### src/rtl/result_ascii_tx.sv
// Signed result to ASCII stream: optional '-', decimal digits MSD first, '#'.
// Sequential divide-by-10 conversion, one character per valid/ready handshake.
module result_ascii_tx #(
  parameter int WIDTH  = 16,
  parameter int DIGITS = 5
) (
  input  logic             clk,
  input  logic             rst,
  input  logic             start,
  input  logic [WIDTH-1:0] result,
  output logic             busy,
  output logic [7:0]       char_out,
  output logic             char_valid,
  input  logic             char_ready,
  output logic             done
);

  localparam int CW = $clog2(DIGITS + 1);
  localparam int BW = $clog2(WIDTH + 1);

  typedef enum logic [2:0] {
    IDLE, DIV, STORE, SIGN, EMIT, TERM, FIN
  } state_t;

  state_t           state;
  logic             neg;
  logic [WIDTH-1:0] quo;
  logic [3:0]       rem;
  logic [BW-1:0]    bcnt;
  logic [CW-1:0]    count;
  logic [3:0]       dbuf [DIGITS];

  logic [4:0]       trial;
  logic [4:0]       diff;
  logic             ge10;
  logic [3:0]       top_dig;
  logic [3:0]       next_dig;
  logic             xfer;

  always_comb begin
    trial    = {rem, quo[WIDTH-1]};
    diff     = trial - 5'd10;
    ge10     = (trial >= 5'd10);
    top_dig  = dbuf[count - 1'b1];
    next_dig = dbuf[count - CW'(2)];
    xfer     = char_valid && char_ready;
  end

  always_ff @(posedge clk) begin
    if (rst) begin
      state      <= IDLE;
      neg        <= 1'b0;
      quo        <= '0;
      rem        <= '0;
      bcnt       <= '0;
      count      <= '0;
      busy       <= 1'b0;
      char_out   <= 8'h00;
      char_valid <= 1'b0;
      done       <= 1'b0;
    end else begin
      unique case (state)
        IDLE: begin
          done <= 1'b0;
          if (start) begin
            neg   <= result[WIDTH-1];
            // two's-complement negate also maps the most-negative value correctly
            quo   <= result[WIDTH-1] ? -result : result;
            rem   <= '0;
            bcnt  <= '0;
            count <= '0;
            busy  <= 1'b1;
            state <= DIV;
          end
        end
        DIV: begin
          quo  <= {quo[WIDTH-2:0], ge10};
          rem  <= ge10 ? diff[3:0] : trial[3:0];
          bcnt <= bcnt + 1'b1;
          if (bcnt == BW'(WIDTH - 1)) state <= STORE;
        end
        STORE: begin
          dbuf[count] <= rem;
          count       <= count + 1'b1;
          rem         <= '0;
          bcnt        <= '0;
          if (quo != '0) begin
            state <= DIV;
          end else if (neg) begin
            state      <= SIGN;
            char_out   <= 8'h2D;
            char_valid <= 1'b1;
          end else begin
            // the digit stored this cycle is the most significant one
            state      <= EMIT;
            char_out   <= 8'h30 + {4'h0, rem};
            char_valid <= 1'b1;
          end
        end
        SIGN: begin
          if (xfer) begin
            state    <= EMIT;
            char_out <= 8'h30 + {4'h0, top_dig};
          end
        end
        EMIT: begin
          if (xfer) begin
            count <= count - 1'b1;
            if (count == CW'(1)) begin
              state    <= TERM;
              char_out <= 8'h23;
            end else begin
              char_out <= 8'h30 + {4'h0, next_dig};
            end
          end
        end
        TERM: begin
          if (xfer) begin
            state      <= FIN;
            char_valid <= 1'b0;
            busy       <= 1'b0;
            done       <= 1'b1;
          end
        end
        FIN: begin
          done  <= 1'b0;
          state <= IDLE;
        end
        default: state <= IDLE;
      endcase
    end
  end

endmodule

### config.mk
export PLATFORM = sky130hd
export DESIGN_NAME = result_ascii_tx
export DESIGN_NICKNAME = d
export VERILOG_FILES = /design/src/rtl/result_ascii_tx.sv
export SDC_FILE = /design/constraint.sdc
export NUM_CORES = 1
export LEC_CHECK = 0
export ABC_AREA = 1
export CORE_MARGIN = 2
export CORE_UTILIZATION = 45
export CTS_CLUSTER_DIAMETER = 60
export DETAILED_ROUTE_END_ITERATION = 8
export SYNTH_ARGS = -nofsm -noshare
export SYNTH_HDL_FRONTEND = slang
export SYNTH_SLANG_ARGS = --single-unit
### constraint.sdc
create_clock -name clk -period 2.25 [get_ports clk]
set_clock_uncertainty 0.2 [all_clocks]
set_input_delay 0.3375 -clock clk [delete_from_list [all_inputs] [get_ports clk]]
set_output_delay 0.3375 -clock clk [all_outputs]
set_load 0.05 [all_outputs]
* Word level (Yosys, flattened, before mapping) *
Memories as Yosys holds them, arrays and structs flattened.
Index checks and enable logic that the tools add are counted.

cells by class
  add/sub/neg operators = 9
  $mul = 0
  divide/modulo/power cells = 0
  $lt $le $gt $ge = 1
  equality and inequality tests = 15
  shift-type cells = 0
  muxes and demuxes = 36
  bitwise logic cells = 0
  reductions and logical operators = 20

operators by type and width
  operator             count
  $mux 16              2
  $pmux 16 s2          1
  $mux 3               10
  $mux 8               3
  $pmux 8 s3           1
  $add 6x4->7 const A  3
  $pmux 3 s6           1
  $neg 16->16          1
  $reduce_bool 16->1   1
  $pmux 5 s3           1
  $mux 7               2
  $ne 2x2->1 const B   7
  $pmux 4 s3           1
  $eq 3x3->1 const B   3
  $pmux 3 s3           1
  $reduce_and 3->1     3
  $reduce_bool 3->1    3
  $mux 4               2
  $reduce_and 2->1     4
  $reduce_bool 2->1    4
  $mux 1               7
  $eq 3x1->1 const B   2
  $eq 3x2->1 const B   2
  $pmux 1 s2           3
  other kinds (13)     13

word-level totals
  flip-flop bits (word level) = 43
  bits in latches = 0
  memory bits (writable) = 20
  memory bits (read-only) = 0
  input bits = 20
  output and inout bits = 11
  word-level logic and storage cells = 92
  memories kept = 1

memories
  memory  depth  bits a word  rd ports  clocked after Yosys merged registers in  wr ports  line  RTL
  dbuf    5      4            2         0                                        1         31    logic [3:0] dbuf [DIGITS];

* Longest topological paths before layout *
An unclocked memory read counts as a cell.

  word-level depth = 6
  mapped depth = 12
  depth with buffers taken out = 11

* Least setup slack after synthesis *
Ideal clock, no wire load.

  kind = register to register
  start = reg state[0]
  end = mem dbuf[0][0] (enable)
  setup time = 0.361 ns
  arrival = 1.254 ns
  required time = 1.689 ns
  slack = 0.435 ns
  stages on the path, launching flop included = 5
  buffers on the path = 1
  period minus slack after synthesis = 1.815 ns
  cells stage by stage = dfxtp_1 -> buf_6 -> nor3_2 -> nand2_1 -> nor3_1

between the ends
  cells in the longest elaborated chain, start to end = 4

RTL lines
  element                       line  RTL
  start: declaration            25    state_t state;
  start signal: assignment      51    state <= IDLE;
  start signal: assignment      73    state <= DIV;
  start signal: assignment      80    if (bcnt == BW'(WIDTH - 1)) state <= STORE;
  $eq 3x2->1                    62    unique case (state)
  $mux 1                        62
  $mux 1                        50    if (rst) begin
  $mux 1 (not written as such)  83    dbuf[count] <= rem;
  end: declaration              31

No other way between the ends.

* Worst setup path in the final report *
  start = reg char_valid
  end = out char_valid

RTL lines
  element                   line  RTL
  start: declaration        13    output logic char_valid,
  start signal: assignment  59    char_valid <= 1'b0;
  start signal: assignment  92    char_valid <= 1'b1;
  start signal: assignment  97    char_valid <= 1'b1;

No word-level cell between the ends.

==> results list <==
* Unrepaired setup endpoints after global routing: no
- Met1 layer wirelength in the final routing: 3970 µm
* Wire length of the first global-routing pass: 15000 µm
* WL/cell: between 10 and 15 µm
* Clock tree from TritonCTS: yes
- Most area-hungry cell type in the Yosys netlist: sky130_fd_sc_hd__dfxtp_1
- First-pass DRT Iterations: 4
* Clock insertion delay at the later pin of the skew report: 0.34 ns
- Deepest level of the CTS H-tree: 3
* Inserted Diodes: 0
- Share of synthesized registers carrying an async set or reset: 0
- Layout cells sized above 1: 0.0831
- PortBufs: 28
- Share of the synthesized area in the top cell type: 0.221
- The worst hold path terminates at busy.
* Total setup buffers inserted after CTS: 0
- Global-route usage over all layers: 0.215
- Critical register-to-register path endpoint: char_out[1]
- Iteration-0 DRC Markers: 142
* Number of nets in the final layout: 615
* Max Cap Violations: 0
* CP Class: register to output pin
* Post-CTS clock slew at the launch and capture registers of the worst setup and hold paths: 0.07 ns
- Number of placement rows: 33
* Cell area after synthesis: 3710 µm²
- Power spread over the standard cell area amounts to 964 nW/µm².
* Classification of the worst-slack hold path: register to register
* Number of storage elements in the synthesis netlist: 61
* Vias: 3516
- The run finished with clean final reports.
- Antenna violations before repair: 0
* Nature of the critical path startpoint: register
- Required time reported for the critical path endpoint: ~1.7 ns
- Area Overhead vs Synth: 15.9%
- The highest metal layer carrying signal wires in the routed design is met4.
- In the routed design, unresolved DRC markers number 0.
* Die Span X: 94.8 µm
- Total Wirelength: 8820 µm
- Critical path endpoint category: output pin
* Share of the clock period used by the worst path after layout: 0.912
- Weighted congestion reported at the end of routability-driven placement: 0.905
- Starting Density: 0.459
- Dominant cells by area after synthesis: sky130_fd_sc_hd__dfxtp_1 22%, sky130_fd_sc_hd__edfxtp_1 16%, sky130_fd_sc_hd__nand2_1 15%
- Once detail routing completed, the nets flagged for antenna violations numbered 0.
- Wire length on met2: 4340 µm
- Placeable core area: 8090 µm²
- Longest Clk Path Bufs: 2
- Count of pins over their slew limit: 0
- Worst hold path cell count: 2
- The worst register-to-register path begins at count[1].
- Count of pins on the block boundary: 31
- With fillers left out, the area of the finished cells amounts to 4300 µm².
* Count of hold buffers inserted by post-cts repair: 0
* Number of buffer and inverter instances along the worst setup path: 1
- In the routed layout, each cell is associated on average with a via count of a little over 5.
- Final Hold Viols: 0
* Clock period minus final worst setup slack: 2.05 ns
* Remaining global-route overflow: 0
* Reg-to-reg slack, setup: between 0.3 and 0.4 ns
- IR analysis of the VDD net gives a maximum drop of between 0.3 and 0.4 mV.
* Fraction of the yosys area taken by sequential cells: 0.383
- Setup violations remaining at the end of the flow were counted as 0.
- Number of buffers created by CTS: 9
- Cell count of the worst reg-to-reg path: 10
- In this run the most critical hold path is launched from busy.
- Counting every instance in the synthesized netlist gives 550.
- HPWL reported at the end of detailed placement: about 6600 µm
* Number of enable flip-flop cells after synthesis: 20
* Sum of negative setup slack: 0 ns
* Die Footprint: ~9000 µm²
- The critical path goes through clkdlybuf4s50_1.
* Worst Path Arrival: between 1.5 and 2 ns
- Clock root cell: sky130_fd_sc_hd__clkbuf_8
* Synth unique cells: 35
- DIE HEIGHT: 94.8 µm
- Most instantiated flip-flop cell in the synthesis netlist: sky130_fd_sc_hd__dfxtp_1
* Met3 Routed Length: 384 µm
- The largest single stage delay on the critical path is 0.81 ns.
- Grouping stages by cell kind, the critical path spends the most delay in buffers and inverters.
- Fmax: 488 MHz
- The slowest stage of the critical path is the sky130_fd_sc_hd__clkdlybuf4s50_1 cell.
- The critical path starts at char_valid.
- Leak pwr: ~0.0019 µW
* Number of resized instances in the post-cts repair step: 0
* Worst Path Max Fanout: 3
- Mean Syn Cell Area: 6.75 µm²
- Post-Place Cell Area: 4120 µm²
- Vias in the first global route: 3332
- Entering global routing, the biggest net connects 30 pins.
- Synthesis warning total: 0
- Total number of clock tree sinks: 61
## synth_stat cells, types with 2 or more instances
| library cell | number |
|---|---|
| sky130_fd_sc_hd__nand3_1 | 64 |
| sky130_fd_sc_hd__nand4_1 | 5 |
| sky130_fd_sc_hd__o21ai_1 | 3 |
| sky130_fd_sc_hd__o211ai_1 | 3 |
| sky130_fd_sc_hd__a211oi_1 | 3 |
| sky130_fd_sc_hd__o21ai_0 | 22 |
| sky130_fd_sc_hd__buf_2 | 5 |
| sky130_fd_sc_hd__buf_4 | 6 |
| sky130_fd_sc_hd__inv_2 | 6 |
| sky130_fd_sc_hd__edfxtp_1 | 20 |
| sky130_fd_sc_hd__a31oi_1 | 5 |
| sky130_fd_sc_hd__dfxtp_1 | 41 |
| sky130_fd_sc_hd__xor2_1 | 2 |
| sky130_fd_sc_hd__nor3_1 | 8 |
| sky130_fd_sc_hd__buf_6 | 2 |
| sky130_fd_sc_hd__clkbuf_1 | 6 |
| sky130_fd_sc_hd__ha_1 | 10 |
| sky130_fd_sc_hd__nand2_2 | 8 |
| sky130_fd_sc_hd__inv_1 | 83 |
| sky130_fd_sc_hd__nor2_1 | 42 |
| sky130_fd_sc_hd__nand2_1 | 150 |
| sky130_fd_sc_hd__a21oi_1 | 35 |
| sky130_fd_sc_hd__o22ai_1 | 9 |
## stage by stage
stage / instances / hold WS, ns / setup WS, ns / utilization / power, µW
global placement: 679 / 0.250 / 0.0969 / 0.509 / 3250
CTS: 695 / 0.266 / 0.178 / 0.532 / 4180
detailed placement: 679 / 0.255 / 0.0412 / 0.509 / 3270
finish: 695 / 0.263 / 0.199 / 0.532 / 4150
floorplan: 551 / 0.255 / 0.435 / - / 2810
global route: 695 / 0.289 / 0.107 / 0.532 / 4490
## kinds of logic (layout without fill, tap and decap cells)
logic type | Yosys count | count (layout) | synth area share
AO/OA/AOI/OAI | 84 | 84 | 0.125
XOR/XNOR | 2 | 2 | 0.00472
adder cells (fa/ha/maj) | 10 | 10 | 0.0337
buffers and inverters | 108 | 147 | 0.121
flip-flops | 61 | 61 | 0.383
other | 1 | 2 | 0.00101
AND/OR/NAND/NOR | 284 | 284 | 0.332
## how the worst max path moves through the flow
stage                       end  cells after the start
finish               char_valid                      1
global route        char_out[1]                     11
CTS                  char_valid                      1
detailed placement       quo[8]                     11
global placement         quo[8]                     11
floorplan            dbuf[0][0]                      4
## layout by cell type, fill, tap and decap left out, types with 10 or more instances in the layout
master,Yosys,final
sky130_fd_sc_hd__edfxtp_1,20,20
sky130_fd_sc_hd__nand2_1,150,150
sky130_fd_sc_hd__nor2_1,42,42
sky130_fd_sc_hd__dfxtp_1,41,41
sky130_fd_sc_hd__clkdlybuf4s50_1,0,28
sky130_fd_sc_hd__inv_1,83,83
sky130_fd_sc_hd__ha_1,10,10
sky130_fd_sc_hd__buf_4,6,14
sky130_fd_sc_hd__o21ai_0,22,22
sky130_fd_sc_hd__a21oi_1,35,35
sky130_fd_sc_hd__nand3_1,64,64
## layer usage
metal  vias to the layer above  global-route usage
met1                      1582               0.262
met3                        12              0.0487
met2                        82               0.372
met5                         -                   0
li1                       1840                   -
met4                         0              0.0737
## power by group
| part | leakage [µW] | switching, µW | internal [µW] | total (µW) |
|---|---|---|---|---|
| Combinational | 0.00128 | 1210 | 605 | 1810 |
| Clock | 0.0000869 | 446 | 458 | 904 |
| Sequential | 0.000520 | 134 | 1300 | 1430 |
| Total | 0.00188 | 1790 | 2360 | 4150 |
## area by class of cell
type	instances	area, µm²
clock inverters	6	36.3
inverters	89	334
multi-input cells	382	1850
fillers	828	3790
flip-flops and latches	61	1420
repair buffers	42	385
clock buffers	10	149
well taps	105	131
## sequential cells by signal, indices dropped and copies added, names as in the netlist
signal,count
dbuf,20
quo,16
char_out,6
bcnt,5
rem,4
count,3
state,3
busy,1
char_valid,1
done,1
neg,1
No activity file was read; power rests on OpenSTA's default activity.
